### src/rtl/taylor_cos_horner_seq.sv
// -----------------------------------------------------------------------------
// taylor_cos_horner_seq
//
// Sequencer for the FP32 cosine Taylor polynomial
//    cos(x) ~= c0 + x^2*(c1 + x^2*(c2 + x^2*c3))
// evaluated by Horner's rule. The block does no floating-point arithmetic:
// it squares x and runs every Horner step on a shared external FP32 MAC
// (a*b + c) over a request/done handshake. Coefficients come from an external
// combinational inverse-factorial LUT addressed by coef_idx.
//
// Ports
//    clk, rst_n        clock, synchronous active-low reset
//    in_valid/in_ready input handshake, x_in = range-reduced FP32 angle
//    coef_idx, coef    LUT index out, LUT data back in the same cycle
//    mac_valid/ready   MAC request handshake, operands mac_a*mac_b+mac_c
//    mac_done          one-cycle pulse qualifying mac_result
//    out_valid/ready   output handshake, out_data = FP32 cos(x)
//    busy              high whenever the sequencer is not idle
//
// Parameters
//    TERMS  number of polynomial coefficients used (1..2**IDX_W)
//    IDX_W  width of the coefficient index
// -----------------------------------------------------------------------------
module taylor_cos_horner_seq #(
   parameter int TERMS = 4,
   parameter int IDX_W = 2
) (
   input  logic             clk,
   input  logic             rst_n,
   input  logic             in_valid,
   output logic             in_ready,
   input  logic [31:0]      x_in,
   output logic [IDX_W-1:0] coef_idx,
   input  logic [31:0]      coef,
   output logic             mac_valid,
   input  logic             mac_ready,
   output logic [31:0]      mac_a,
   output logic [31:0]      mac_b,
   output logic [31:0]      mac_c,
   input  logic             mac_done,
   input  logic [31:0]      mac_result,
   output logic             out_valid,
   input  logic             out_ready,
   output logic [31:0]      out_data,
   output logic             busy
);

   typedef enum logic [2:0] {
      S_IDLE,
      S_SQ_REQ,
      S_SQ_WAIT,
      S_HRN_REQ,
      S_HRN_WAIT,
      S_DONE
   } state_t;

   // Index of the highest coefficient, and of the first one folded in by a
   // Horner step. The second is meaningless (and unused) when TERMS == 1.
   localparam logic [IDX_W-1:0] LP_IDX_LAST   = IDX_W'(TERMS - 1);
   localparam logic [IDX_W-1:0] LP_IDX_SECOND = IDX_W'((TERMS >= 2) ? TERMS - 2 : 0);

   state_t           r_state;
   state_t           w_next;
   logic [31:0]      r_x;         // latched angle
   logic [31:0]      r_x2;        // x^2 returned by the MAC
   logic [31:0]      r_acc;       // Horner accumulator
   logic [IDX_W-1:0] r_coef_idx;  // doubles as the Horner step counter k

   assign coef_idx = r_coef_idx;

   // ---------------------------------------------------------------------------
   // State register
   // ---------------------------------------------------------------------------
   // NOTE: sequential state is written with non-blocking (<=) assignments so
   // every flop samples pre-edge values, independent of process ordering.
   always_ff @(posedge clk) begin
      if (!rst_n) begin
         r_state <= S_IDLE;
      end else begin
         r_state <= w_next;
      end
   end

   // ---------------------------------------------------------------------------
   // Next state and outputs. MAC operands and out_data are decoded from the
   // state and registers, so they hold still while a handshake is stalled and
   // read as zero whenever their valid is low.
   // ---------------------------------------------------------------------------
   // NOTE: every output gets a default before the case; a path that skips an
   // assignment would otherwise infer a latch.
   always_comb begin
      w_next    = r_state;
      in_ready  = 1'b0;
      mac_valid = 1'b0;
      mac_a     = 32'h0;
      mac_b     = 32'h0;
      mac_c     = 32'h0;
      out_valid = 1'b0;
      out_data  = 32'h0;
      busy      = 1'b1;

      case (r_state)
         S_IDLE: begin
            busy     = 1'b0;
            in_ready = 1'b1;
            if (in_valid) begin
               // A single-term polynomial is just c0: no MAC work at all.
               w_next = (TERMS == 1) ? S_DONE : S_SQ_REQ;
            end
         end

         S_SQ_REQ: begin
            mac_valid = 1'b1;
            mac_a     = r_x;
            mac_b     = r_x;
            if (mac_ready) begin
               w_next = S_SQ_WAIT;
            end
         end

         S_SQ_WAIT: begin
            if (mac_done) begin
               w_next = S_HRN_REQ;
            end
         end

         S_HRN_REQ: begin
            mac_valid = 1'b1;
            mac_a     = r_acc;
            mac_b     = r_x2;
            mac_c     = coef;   // LUT is combinational off r_coef_idx
            if (mac_ready) begin
               w_next = S_HRN_WAIT;
            end
         end

         S_HRN_WAIT: begin
            if (mac_done) begin
               w_next = (r_coef_idx == '0) ? S_DONE : S_HRN_REQ;
            end
         end

         S_DONE: begin
            out_valid = 1'b1;
            out_data  = r_acc;
            if (out_ready) begin
               w_next = S_IDLE;
            end
         end

         default: begin
            w_next = S_IDLE;
         end
      endcase
   end

   // ---------------------------------------------------------------------------
   // Datapath registers
   //
   // r_coef_idx is pointed at the top coefficient as soon as x is accepted, so
   // the LUT output is already valid when the square returns and can seed the
   // accumulator. Each Horner step then counts it down to 0; it therefore
   // always rests at 0 in IDLE, which the single-term path relies on.
   // ---------------------------------------------------------------------------
   always_ff @(posedge clk) begin
      if (!rst_n) begin
         r_x        <= 32'h0;
         r_x2       <= 32'h0;
         r_acc      <= 32'h0;
         r_coef_idx <= '0;
      end else begin
         case (r_state)
            S_IDLE: begin
               if (in_valid) begin
                  r_x <= x_in;
                  if (TERMS == 1) begin
                     r_acc <= coef;
                  end else begin
                     r_coef_idx <= LP_IDX_LAST;
                  end
               end
            end

            S_SQ_WAIT: begin
               if (mac_done) begin
                  r_x2       <= mac_result;
                  r_acc      <= coef;
                  r_coef_idx <= LP_IDX_SECOND;
               end
            end

            S_HRN_WAIT: begin
               if (mac_done) begin
                  r_acc <= mac_result;
                  if (r_coef_idx != '0) begin
                     r_coef_idx <= r_coef_idx - IDX_W'(1);
                  end
               end
            end

            default: begin
            end
         endcase
      end
   end

endmodule

### config.mk
export PLATFORM = sky130hd
export DESIGN_NAME = taylor_cos_horner_seq
export DESIGN_NICKNAME = d
export VERILOG_FILES = /design/src/rtl/taylor_cos_horner_seq.sv
export SDC_FILE = /design/constraint.sdc
export NUM_CORES = 1
export LEC_CHECK = 0
export CAP_MARGIN = 20
export CORE_MARGIN = 2
export CORE_UTILIZATION = 46
export DETAILED_ROUTE_END_ITERATION = 6
export HOLD_SLACK_MARGIN = 0.05
export PLACE_DENSITY_LB_ADDON = 0.12
export SETUP_SLACK_MARGIN = 0.15
export SYNTH_ARGS = -nofsm -noshare
export SYNTH_HDL_FRONTEND = slang
export SYNTH_SLANG_ARGS = --single-unit
### constraint.sdc
create_clock -name clk -period 2.9 [get_ports clk]
set_input_delay 0.29 -clock clk [delete_from_list [all_inputs] [get_ports clk]]
set_output_delay 0.29 -clock clk [all_outputs]
set_load 0.02 [all_outputs]
# ---- Word level (Yosys, flattened, before mapping)
# Index checks and enable logic that the tools add are counted.
dict set report classes {
  add_sub_neg 1
  n_mul 0
  n_div 0
  order_cmp 0
  eq_ne 12
  shift 0
  muxes 24
  bitwise_logic 0
  n_reduce_logical 11
}
# operator n
set ops {}
lappend ops {{$pmux 32 s2} 3}
lappend ops {{$mux 32} 4}
lappend ops {{$mux 3} 7}
lappend ops {{$pmux 3 s6} 1}
lappend ops {{$ne 2x2->1 const B} 7}
lappend ops {{$mux 2} 4}
lappend ops {{$eq 3x2->1 const B} 2}
lappend ops {{$eq 3x3->1 const B} 2}
lappend ops {{$pmux 2 s3} 1}
lappend ops {{$reduce_and 6->1} 1}
lappend ops {{$reduce_and 5->1} 1}
lappend ops {{$mux 1} 4}
lappend ops {{$reduce_and 2->1} 2}
lappend ops {{$reduce_bool 2->1} 2}
lappend ops {{$eq 3x1->1 const B} 1}
lappend ops {{$logic_not 3->1} 1}
lappend ops {{$reduce_and 3->1} 1}
lappend ops {{$reduce_bool 3->1} 1}
lappend ops {{$logic_not 2->1} 1}
lappend ops {{$reduce_or 2->1} 1}
lappend ops {{$sub 2x1->2 const B} 1}
dict set report totals {
  ff_bits 101
  latchBits 0
  ramBits 0
  romBits 0
  in_bits 102
  output_inout_bits 134
  wordCells 53
  mem_count 0
}

# ---- Depth between registers and ports, before layout
dict set report logic_depth {
  depth_word 4
  depth_mapped 7
  depth_no_buf 5
}

# ---- Least setup slack after synthesis
# No wires, ideal clock.
dict set report synth_path {
  path_type {register to output}
  startpoint {reg r_state[1]}
  endpoint {out mac_a[31]}
  arrival_time_ns 1.485
  required_ns 2.610
  slack_ns 1.125
  path_stages_with_launch 6
  path_buffers 3
  path_cell_list {dfxtp_1 > buf_4 > buf_2 > clkbuf_1 > nand2_1 > a21oi_1}
}
dict set report synth_via {
  elab_chain_cells 2
  word_cells_on_any_way 3
  cone_classes {eq/ne (2); mux (1)}
}
# element line_no
set synth_lines {}
lappend synth_lines {{from (decl)} 62} ;# state_t r_state;
lappend synth_lines {{from (signal assigned)} 80} ;# r_state <= w_next;
lappend synth_lines {{$eq 3x2->1 or $eq 3x1->1 (tied branches)} 102} ;# case (r_state)
lappend synth_lines {{$pmux 32 s2 *} 102}
lappend synth_lines {{to (decl)} 37} ;# output logic [31:0] mac_a,
# Mark *: on every way between the ends. The rest lies on a longest branch, timed or not.

# ---- Final worst setup path
dict set report layout_path {
  startpoint {reg r_state[1]}
  endpoint {out mac_b[17]}
}
dict set report layout_via {
  elab_chain_cells 2
  word_cells_on_any_way 3
  cone_classes {eq/ne (2); mux (1)}
}
# element line_no
set layout_lines {}
lappend layout_lines {{$eq 3x2->1 or $eq 3x1->1 (tied branches)} 102}
lappend layout_lines {{$pmux 32 s2 *} 102}
lappend layout_lines {{to (decl)} 38} ;# output logic [31:0] mac_b,
# Marked as above.

==> impl_metrics.json <==
{
  "netlist.area_leader.share": 0.370,
  "dp_cells": 1058,
  "slew_violations": 0,
  "grt_overflow_total": 0,
  "finish.instance_area_um2": 8170,
  "cts-root-buf": "clkbuf_16",
  "clkLatencyLatePin_ns": 0.34,
  "min_to": "r_x2[8]",
  "fmax_ghz": 0.379,
  "antenna_cells": 0,
  "syn_to_final_growth_pct": 49.3,
  "htree_levels": 3,
  "synth_area_per_cell_um2": 7.49,
  "layout_common_cells": "clkdlybuf4s50_1 (235), nand2_1 (193), a21oi_1 (132)",
  "cts-buffers-inserted": 9,
  "syn-num-nets": 833,
  "hold_path_depth": 2,
  "min_period_ns": 2.64,
  "ios": 236,
  "cts_setup_buffers": 0,
  "first_pass_iters": 7,
  "final_hold_viol_count": 0,
  "ant_nets": 0,
  "critPathCaptureType": "primary output",
  "synth.distinct_cells": 37,
  "cts_resized": 0,
  "postCtsHoldBufs": 0,
  "seq_area_frac_synth": 0.370,
  "p_sw_frac": 0.418,
  "grt_usage": 0.280,
  "slew_headroom": 0.558,
  "violations": "design-rule violations",
  "skew_ns": 0.00460,
  "start_util": 0.475,
  "cp-start-kind": "register",
  "setup_viol_count_final": 0,
  "clk_pin_slew_worst_paths_ns": 0.06,
  "synthFlopType": "dfxtp_1",
  "synthArstFlopShare": 0,
  "required_ns": 2.61,
  "synth_area_leaders": "dfxtp_1 (37%), nand2_1 (13%), a21oi_1 (12%), and3_1 (7.4%), a211oi_2 (6.6%)",
  "synth_edf_count": 0,
  "status": "finished with violations",
  "whs_ns": 0.454,
  "drive_gt1_frac": 0.0786,
  "drc": 15,
  "path_max_fanout": 42,
  "reg2reg_from": "r_state[0]",
  "grt_pass1_wl_um": 28900,
  "final_common_cell": "clkdlybuf4s50_1",
  "maxCapViolCount": 0,
  "first_global_vias": 5836,
  "die_area_um2": 12800,
  "holdCritPathClass": "reg -> reg",
  "fin_tns_setup_ns": 0,
  "syn_inst": 730,
  "clockPowerShare": 0.199,
  "antenna_found_initial": 0,
  "synth.cell_area_um2": 5470,
  "numPortBuffers": 235,
  "vias": 5968,
  "irDropWorstVdd_mv": 0.521,
  "dpl.hpwl_um": 13000,
  "final_cells": 1072,
  "first_iter_violations": 482,
  "core_area_um2": 11500,
  "grt_max_degree": 68,
  "clock-sinks": 101,
  "nets": 1029,
  "reg2reg_to": "r_x[15]",
  "die_w_um": 113,
  "finalCritPeriodShare": 0.910,
  "combPwrFrac": 0.485,
  "ff2ff_setup_slack_ns": 0.86,
  "dpl_cell_area_um2": 7860,
  "worstHoldStart": "r_x2[8]",
  "num_rows": 39,
  "cts_tree": "built",
  "power.leakage_nw": 2.87,
  "crit_type": "reg -> out",
  "die_y_um": 113,
  "switchingPower_mw": 2.58,
  "via_per_inst": 5.57,
  "critPathArrivalTime_ns": 2.35,
  "wirelength_um": 18700,
  "routedWlPerCell_um": 17.5,
  "tightest_slew_ns": 0.663,
  "sequentialPowerShare": 0.316,
  "place_congestion": 0.885,
  "synth_area_leader_cell": "dfxtp_1",
  "powerDensity_nw_per_um2": 757,
  "yosysWarnings": 0,
  "reg2reg_depth": 6,
  "ys_seq_elements": 101,
  "internal_power_mw": 3.60,
  "cts_buffer_depth": 2,
  "rsz0062_at_grt": "no"
}
## per-layer routing
layer	track usage	vias to the layer above	part of all wire
met3	0.0509	30	0.071
li1	-	2862	-
met2	0.496	248	0.51
met5	0	-	0
met1	0.336	2828	0.40
met4	0.110	0	0.020
## flip-flops by register name, indices dropped and copies added, names as in the netlist
| signal | cells |
|---|---|
| r_x2 | 32 |
| r_acc | 32 |
| coef_idx | 2 |
| r_state | 3 |
| r_x | 32 |
## per-stage QoR
stage | power [mW] | util | worst slack [ns]
2_1_floorplan | 3.87 | - | 1.12
3_3_place_gp | 4.85 | 0.682 | 0.601
3_5_place_dp | 4.94 | 0.682 | 0.567
4_1_cts | 6.17 | 0.708 | 0.165
5_1_grt | 6.50 | 0.709 | 0.197
6_report | 6.18 | 0.709 | 0.261
## synth_stat cells, drive strengths merged, types with 2 or more instances
master,count
o21ai,3
dfxtp,101
clkbuf,40
and3,65
inv,9
nor3,2
a22oi,2
a211oi,34
mux2i,34
nor2,36
buf,29
nand2b,35
nand2,193
a311oi,2
a21oi,132
## critical path, cell delays in order, from the launching register on
cell and delay [ns]:
dfxtp_4 0.64, buf_4 0.40, nand2_1 0.13, a21oi_1 0.19, clkdlybuf4s50_1 0.63
## power groups by stage
stage | registers [mW] | logic, mW | clock network [mW]
CTS | 1.94 | 2.99 | 1.24
finish | 1.95 | 3.00 | 1.23
detailed placement | 1.97 | 2.97 | 0
global placement | 1.95 | 2.90 | 0
floorplan | 1.85 | 2.02 | 0
global route | 1.99 | 3.22 | 1.29
## cells by family after synthesis
| kind of cell | count (synthesis) | share of synthesized area |
|---|---|---|
| compound gates | 178 | 0.213 |
| xor+xnor | 1 | 0.00160 |
| simple gates | 337 | 0.283 |
| fa+ha+maj | 1 | 0.00229 |
| buf+inv | 78 | 0.0682 |
| flops | 101 | 0.370 |
| mux | 34 | 0.0622 |
## layout make-up
cell class | count | area, um2
flip-flops and latches | 101 | 2030
multi-input cells | 551 | 3080
repair buffers | 254 | 2540
clock buffers | 13 | 270
well taps | 143 | 179
clock inverters | 1 | 30.0
fillers | 928 | 3350
inverters | 9 | 38.8
## worst max-delay path by stage
stage,startpoint,to,slack (ns),cells past startpoint
after floorplan,r_state[1],mac_a[31],1.12,5
after global placement,r_state[2],mac_c[6],0.60,5
after detailed placement,r_state[2],mac_c[26],0.57,5
after CTS,r_state[2],mac_c[26],0.16,5
after global routing,r_state[1],mac_b[15],0.20,4
final,r_state[1],mac_b[17],0.26,4
Note: power is estimated with default switching activity, not from simulation.
